**src/rtl/alu_issue_ctrl.sv**
```systemverilog
// Issue/writeback controller for the combinational ALU: registers operands, waits a
// per-op latency, captures result and flags, and returns them on a valid/ready channel.
module alu_issue_ctrl #(
  parameter int WIDTH         = 32,
  parameter int MULDIV_CYCLES = 4
) (
  input  logic             clk_i,
  input  logic             rst_i,
  input  logic             req_valid_i,
  output logic             req_ready_o,
  input  logic [WIDTH-1:0] req_a_i,
  input  logic [WIDTH-1:0] req_b_i,
  input  logic [2:0]       req_op_i,
  input  logic [4:0]       req_shamt_i,
  input  logic             req_dir_i,
  input  logic             req_shift_i,
  input  logic [3:0]       req_tag_i,
  output logic [WIDTH-1:0] alu_a_o,
  output logic [WIDTH-1:0] alu_b_o,
  output logic [2:0]       alu_op_o,
  output logic [4:0]       alu_shift_amt_o,
  output logic             alu_dir_o,
  output logic             alu_shift_or_not_o,
  input  logic [WIDTH-1:0] alu_result_i,
  input  logic             alu_carry_i,
  input  logic             alu_overflow_i,
  input  logic             alu_zero_i,
  input  logic             alu_parity_i,
  output logic             rsp_valid_o,
  input  logic             rsp_ready_i,
  output logic [WIDTH-1:0] rsp_result_o,
  output logic [3:0]       rsp_flags_o,
  output logic [3:0]       rsp_tag_o,
  output logic             rsp_divzero_o,
  output logic [3:0]       status_flags_o,
  output logic             sticky_ovf_o,
  input  logic             sticky_clr_i,
  output logic [15:0]      op_count_o
);

  typedef enum logic [1:0] {
    S_IDLE = 2'd0,
    S_EXEC = 2'd1,
    S_RESP = 2'd2
  } state_e;

  localparam logic [3:0] MULDIV_LAT = 4'(MULDIV_CYCLES - 1);

  state_e           state_q;
  logic [3:0]       lat_cnt_q;
  logic [WIDTH-1:0] alu_a_q, alu_b_q;
  logic [2:0]       alu_op_q;
  logic [4:0]       alu_shamt_q;
  logic             alu_dir_q, alu_shift_q;
  logic [3:0]       tag_q;
  logic             rsp_valid_q;
  logic [WIDTH-1:0] rsp_result_q;
  logic [3:0]       rsp_flags_q, rsp_tag_q, status_flags_q;
  logic             rsp_divzero_q, sticky_ovf_q;
  logic [15:0]      op_count_q;

  logic [3:0]       lat_init_d;
  logic             capture_s;
  logic             divzero_d;
  logic             sticky_ovf_d;
  logic [3:0]       alu_flags_s;

  // Next-state helpers: initial latency, capture strobe, div-by-zero and sticky overflow.
  always_comb begin
    lat_init_d   = 4'd0;
    capture_s    = 1'b0;
    divzero_d    = 1'b0;
    sticky_ovf_d = sticky_ovf_q;
    alu_flags_s  = {alu_carry_i, alu_overflow_i, alu_zero_i, alu_parity_i};
    // A shift is always single-cycle even when the opcode field says MUL/DIV.
    if (!req_shift_i && (req_op_i == 3'b010 || req_op_i == 3'b011)) begin
      lat_init_d = MULDIV_LAT;
    end else begin
      lat_init_d = 4'd0;
    end
    if (state_q == S_EXEC && lat_cnt_q == 4'd0) begin
      capture_s = 1'b1;
    end else begin
      capture_s = 1'b0;
    end
    if (!alu_shift_q && alu_op_q == 3'b011 && alu_b_q == {WIDTH{1'b0}}) begin
      divzero_d = 1'b1;
    end else begin
      divzero_d = 1'b0;
    end
    if (capture_s && alu_overflow_i) begin
      sticky_ovf_d = 1'b1;
    end else if (sticky_clr_i) begin
      sticky_ovf_d = 1'b0;
    end else begin
      sticky_ovf_d = sticky_ovf_q;
    end
  end

  // Control FSM with registered ALU operands, response and status state.
  always_ff @(posedge clk_i) begin
    if (rst_i) begin
      state_q        <= S_IDLE;
      lat_cnt_q      <= 4'd0;
      alu_a_q        <= {WIDTH{1'b0}};
      alu_b_q        <= {WIDTH{1'b0}};
      alu_op_q       <= 3'd0;
      alu_shamt_q    <= 5'd0;
      alu_dir_q      <= 1'b0;
      alu_shift_q    <= 1'b0;
      tag_q          <= 4'd0;
      rsp_valid_q    <= 1'b0;
      rsp_result_q   <= {WIDTH{1'b0}};
      rsp_flags_q    <= 4'd0;
      rsp_tag_q      <= 4'd0;
      rsp_divzero_q  <= 1'b0;
      status_flags_q <= 4'd0;
      sticky_ovf_q   <= 1'b0;
      op_count_q     <= 16'd0;
    end else begin
      sticky_ovf_q <= sticky_ovf_d;
      case (state_q)
        S_IDLE: begin
          if (req_valid_i) begin
            alu_a_q     <= req_a_i;
            alu_b_q     <= req_b_i;
            alu_op_q    <= req_op_i;
            alu_shamt_q <= req_shamt_i;
            alu_dir_q   <= req_dir_i;
            alu_shift_q <= req_shift_i;
            tag_q       <= req_tag_i;
            lat_cnt_q   <= lat_init_d;
            state_q     <= S_EXEC;
          end
        end
        S_EXEC: begin
          if (lat_cnt_q != 4'd0) begin
            lat_cnt_q <= lat_cnt_q - 4'd1;
          end else begin
            rsp_result_q   <= alu_result_i;
            rsp_flags_q    <= alu_flags_s;
            rsp_tag_q      <= tag_q;
            rsp_divzero_q  <= divzero_d;
            status_flags_q <= alu_flags_s;
            rsp_valid_q    <= 1'b1;
            state_q        <= S_RESP;
          end
        end
        S_RESP: begin
          if (rsp_ready_i) begin
            rsp_valid_q <= 1'b0;
            op_count_q  <= op_count_q + 16'd1;
            state_q     <= S_IDLE;
          end
        end
        default: begin
          rsp_valid_q <= 1'b0;
          state_q     <= S_IDLE;
        end
      endcase
    end
  end

  assign req_ready_o        = (state_q == S_IDLE) && !rst_i;
  assign alu_a_o            = alu_a_q;
  assign alu_b_o            = alu_b_q;
  assign alu_op_o           = alu_op_q;
  assign alu_shift_amt_o    = alu_shamt_q;
  assign alu_dir_o          = alu_dir_q;
  assign alu_shift_or_not_o = alu_shift_q;
  assign rsp_valid_o        = rsp_valid_q;
  assign rsp_result_o       = rsp_result_q;
  assign rsp_flags_o        = rsp_flags_q;
  assign rsp_tag_o          = rsp_tag_q;
  assign rsp_divzero_o      = rsp_divzero_q;
  assign status_flags_o     = status_flags_q;
  assign sticky_ovf_o       = sticky_ovf_q;
  assign op_count_o         = op_count_q;

endmodule

```
**config.mk**
```make
export PLATFORM = sky130hd
export DESIGN_NAME = alu_issue_ctrl
export DESIGN_NICKNAME = d
export VERILOG_FILES = /design/src/rtl/alu_issue_ctrl.sv
export SDC_FILE = /design/constraint.sdc
export NUM_CORES = 1
export LEC_CHECK = 0
export CAP_MARGIN = 20
export CORE_MARGIN = 5
export CORE_UTILIZATION = 35
export CTS_CLUSTER_DIAMETER = 50
export DETAILED_ROUTE_END_ITERATION = 12
export GPL_ROUTABILITY_DRIVEN = 0
export PLACE_DENSITY = 0.8
export SETUP_SLACK_MARGIN = 0.5
export SYNTH_ARGS = -nofsm -noshare
export SYNTH_HDL_FRONTEND = slang
export SYNTH_SLANG_ARGS = --single-unit
export TNS_END_PERCENT = 1
```
**constraint.sdc**
```tcl
create_clock -name clk_i -period 2.15 [get_ports clk_i]
set_input_delay 0.3225 -clock clk_i [delete_from_list [all_inputs] [get_ports clk_i]]
set_output_delay 0.3225 -clock clk_i [all_outputs]
set_load 0.05 [all_outputs]
```
Yosys cells after proc, flatten, opt, wreduce, memory -nomap -nowiden
Index checks and enable logic that the tools add are counted.

Muxes and demuxes: 15. Reduce and logical (&&, ||, !) cells: 22. Bitwise operators: 2. $add $sub $neg: 2. Eq/ne operators: 9.

Operator list (count): 32-bit zero test (1); 16-bit by 1-bit adder with 16-bit output, second input constant (1); 3-bit by 2-bit equality test with 1-bit output, second input constant (3); 3-bit AND reduction (3); 2-bit two-way mux (4); 4-bit two-way mux (2); 4-bit one-hot mux with 2 select lines (1); 1-bit logical AND (6); 1-bit two-way mux (6); 2-bit inequality test, second input constant (3); 2-bit one-hot mux with 3 select lines (1); 2-bit AND reduction (3); 4-bit zero test (1); 2-bit nonzero test (2); 4-bit nonzero test (1); 4-bit by 1-bit subtractor with 4-bit output, second input constant (1); 1-bit zero test (3); 1-bit one-hot mux with 3 select lines (1); 2-bit by 1-bit equality test with 1-bit output, second input constant (1); 2-bit equality test, second input constant (1); 2-bit zero test (1); 2-bit by 1-bit inequality test with 1-bit output, second input constant (1); 1-bit inverter (2); 1-bit logical OR (1).

Output and inout bits: 138. Bits of input ports: 119. Register bits: 143. Logic and storage cells: 66.

Longest topological paths before layout
Word-level depth: 6. Mapped depth: 7. Depth with buffers taken out: 6.

Worst setup path before layout
OpenSTA, ideal clock, no wires.

Path type: input to output. Start: input port rst_i. End: output port req_ready_o. Cell stages on the path: 3. Arrival time: 1.760 ns. Required time: 1.827 ns. Path buffers: 2. Path slack: 0.067 ns. Path through: clkbuf_1 > clkbuf_1 > nor3_1.

Word-level cells in the longest chain between the ends: 2.

RTL lines: from (decl) (RTL line 8) `input logic rst_i,`; 1-bit zero test (RTL line 164) `assign req_ready_o = (state_q == S_IDLE) && !rst_i;`; 1-bit logical AND (RTL line 164); to (decl) (RTL line 10) `output logic req_ready_o,`.

Every way passes these cells.

Worst setup path in the final report
Start: register rsp_tag_q[1], in the netlist rsp_tag_o[1]. End: output port rsp_tag_o[1].

RTL lines: from (decl) (RTL line 58) `logic [3:0] rsp_flags_q, rsp_tag_q, status_flags_q;`; from (signal assigned) (RTL line 142) `rsp_tag_q <= tag_q;`; to (decl) (RTL line 33) `output logic [3:0] rsp_tag_o,`.

No word-level cell between the ends.

==> impl_results.md <==
* Status: finished, final reports clean
* Worst-path cell chain: clkdlybuf4s50_1
* CTS max path bufs at 2
* Post-Syn Nets at 787
* CP top delay family: buffers and inverters
* Synth area leader: dfxtp_1
* Synthesis Warnings at 0
* Setup TNS Final at 0 ns
* Cts bufs inserted at 17
* Buf+Inv Stages, Crit Path at 1
* I/O pin count at 257
* Share of cells above drive strength 1 at 8.270%
* Die H at 134.1 µm
* Synth Instances at 665
* Most frequent cells after synthesis: nand2_1, dfxtp_1, a21oi_1, clkbuf_1, nor2_1
* Count of final setup violators at 0
* Yosys reg bits at 143
* Slew Viols, Final at 0
* Least-Margin Pin Slew at 0.5461 ns
* Total number of vias at 5270
* Worst Clk Skew at 0.009757 ns
* # clock sinks at 143
* Mapped Area at 0.005391 mm²
* Synth-to-Final Area Change at 61.62%
* Maximum VDD drop at 0.7818 mV
* EDFF count, synth at 0
* Post-synth top area share at 53.10%
* Cell Pwr Density at 1076 mW/mm²
* Remaining DRCs at 0
* Top_reg_cell synth: dfxtp_1
* Rel. slew slack at 63.48%
* DR vias/cell at 4.761
* Total iterations of the first detailed-routing run at 4
* MaxCap Viol Count at 0
* Row count at 45
* Grt total ovfl at 0
* Max frequency at 525.6 MHz
* HP Class: in -> reg
* Synth area leaders: dfxtp_1, nand2_1, a21oi_1, clkbuf_1, buf_6
* Max incr delay on CP at 0.84 ns
* Clk slew on worst S/H paths at 0.06 ns
* Tcrit/Tclk final at 88.49%
* RSZ-0062 raised after global routing: true
* Dpl hpwl at 11820 µm
* Distinct cells, synth at 42
* Drt first-iter violations at 224
* Crit path capture type: output pin
* ANT cells at 0
* Drt wl/cell at 14.73 µm
* CP required at 1.83 ns
* Final core utilization at 57.53%
* Placeable Area at 0.01515 mm²
* Tmin final at 1.903 ns
* Number of port buffers at 256
* Final worst slack at 0.2474 ns
* Root Driver: clkbuf_16
* Routed wire length at 16300 µm
* Nets at 1028
* Largest net degree at the start of global routing at 77
* Part of the Yosys area used for sequential elements at 53.10%
* Placement Setup Slack at 0.1531 ns
* Async set-or-reset flop fraction in the synthesized netlist at 0%
* Overall routing resource usage at 17.66%
* Startpoint Class: flip-flop
* P_leak at 3.436 nW
* Initial antenna violation count at 0
* Syn_area_per_cell at 8.107 µm²
* CTS tree: done
* Number of global-route vias before repair at 5078
* Initial Utilization at 35.60%
* Clk Latency, worst-skew pair at 0.41 ns
* Post-route ant nets at 0
* First-pass GRT wire length at 25570 µm
* CP max stage cell: clkdlybuf4s50_1
* H-tree depth at 4
* Final hold viol count at 0
* Crit path kind: reg -> out
* Most frequent cell after synthesis: nand2_1
* Critical path arrival at 1.58 ns
* Die width at 134.1 µm
* Hold_buf cts at 0
* Area of the die at 0.01799 mm²
* CP max FO at 2
* Final Power at 9.374 mW
[worst paths after layout]
kind / slack (ns) / start / end / cells after the start
min: 0.32 / rst_i / op_count_o[10]$_SDFFE_PP0P_ / 2
max: 0.25 / rsp_tag_o[1]$_SDFFE_PP0P_ / rsp_tag_o[1] / 1
max reg2reg: 0.40 / lat_cnt_q[0]$_SDFFE_PP0P_ / rsp_result_o[9]$_SDFFE_PP0P_ / 5
min reg2reg: 0.45 / alu_a_o[8]$_SDFFE_PP0P_ / alu_a_o[8]$_SDFFE_PP0P_ / 2
[worst register-to-register path: stages, from the launching register on]
cell and delay, ns:
dfxtp_1 0.34, inv_1 0.09, ha_1 0.19, or4b_4 0.74, nand2_1 0.20, a21oi_1 0.07
[power breakdown]
part	switching (mW)	internal, mW
clock network	1.14	1.98
logic	2.00	1.06
registers	0.207	2.98
[routing by layer]
metal	share of wire, %	track usage (%)	vias to the layer above	wire, µm
li1	-	-	2672	-
met1	41	20.05	2381	6705
met2	47	29.67	202	7615
met3	11	8.327	15	1745
met4	1.5	5.373	0	238
met5	0	0	-	0
[sequential cells by signal, summed over array words and instances, names as in the netlist]
register and count:
state_q 2, alu_op_o 3, op_count_o 16, alu_shift_or_not_o 1
alu_dir_o 1, rsp_divzero_o 1, alu_a_o 32, rsp_tag_o 4
sticky_ovf_o 1, rsp_result_o 32, status_flags_o 4, rsp_valid_o 1
lat_cnt_q 4, tag_q 4, alu_b_o 32, alu_shift_amt_o 5
[cells by family (layout without fill, tap and decap cells)]
family | after synthesis | after routing | share of synthesized area [%]
flops | 143 | 143 | 53.10
mux | 2 | 2 | 0.3945
xor+xnor | 10 | 10 | 1.624
buf+inv | 54 | 308 | 5.036
fa+ha+maj | 3 | 3 | 0.6963
compound gates | 140 | 140 | 13.79
simple gates | 313 | 313 | 25.37
[timing repair]
item	CTS	global route
buffers inserted	0	0
pin swaps	0	0
setup endpoints to repair	179	207
gates resized for setup	47	2
[layout make-up]
cell class	count	area, µm²
fillers	1383	6432
flip-flops and latches	143	2880
repair buffers	270	2671
multi-input cells	468	2275
clock buffers	19	442.9
well taps	188	235.2
clock inverters	13	186.4
inverters	6	22.52
[layout by cell type, fill, tap and decap left out, drive strengths merged, types with 3 or more instances in the layout]
master	count
a21oi	127
buf	16
xor2	4
ha	3
nor2	17
dlygate4sd2	47
clkinv	6
dfxtp	143
nor3	10
inv	8
bufinv	4
nand4	4
nand2	243
clkbuf	19
clkdlybuf4s50	205
xnor2	6
nand3	8
o21ai	4
nor4	12
nand2b	5
[per-stage QoR]
| step | hold WS [ns] | area, µm² | instances |
|---|---|---|---|
| after floorplan | 0.4321 | 5414 | 665 |
| after global placement | 0.4397 | 8138 | 1075 |
| after detailed placement | 0.4448 | 8138 | 1075 |
| after CTS | 0.3008 | 8708 | 1107 |
| after global routing | 0.3207 | 8713 | 1107 |
| final | 0.3179 | 8713 | 1107 |
No activity file was read; power rests on OpenSTA's default activity.
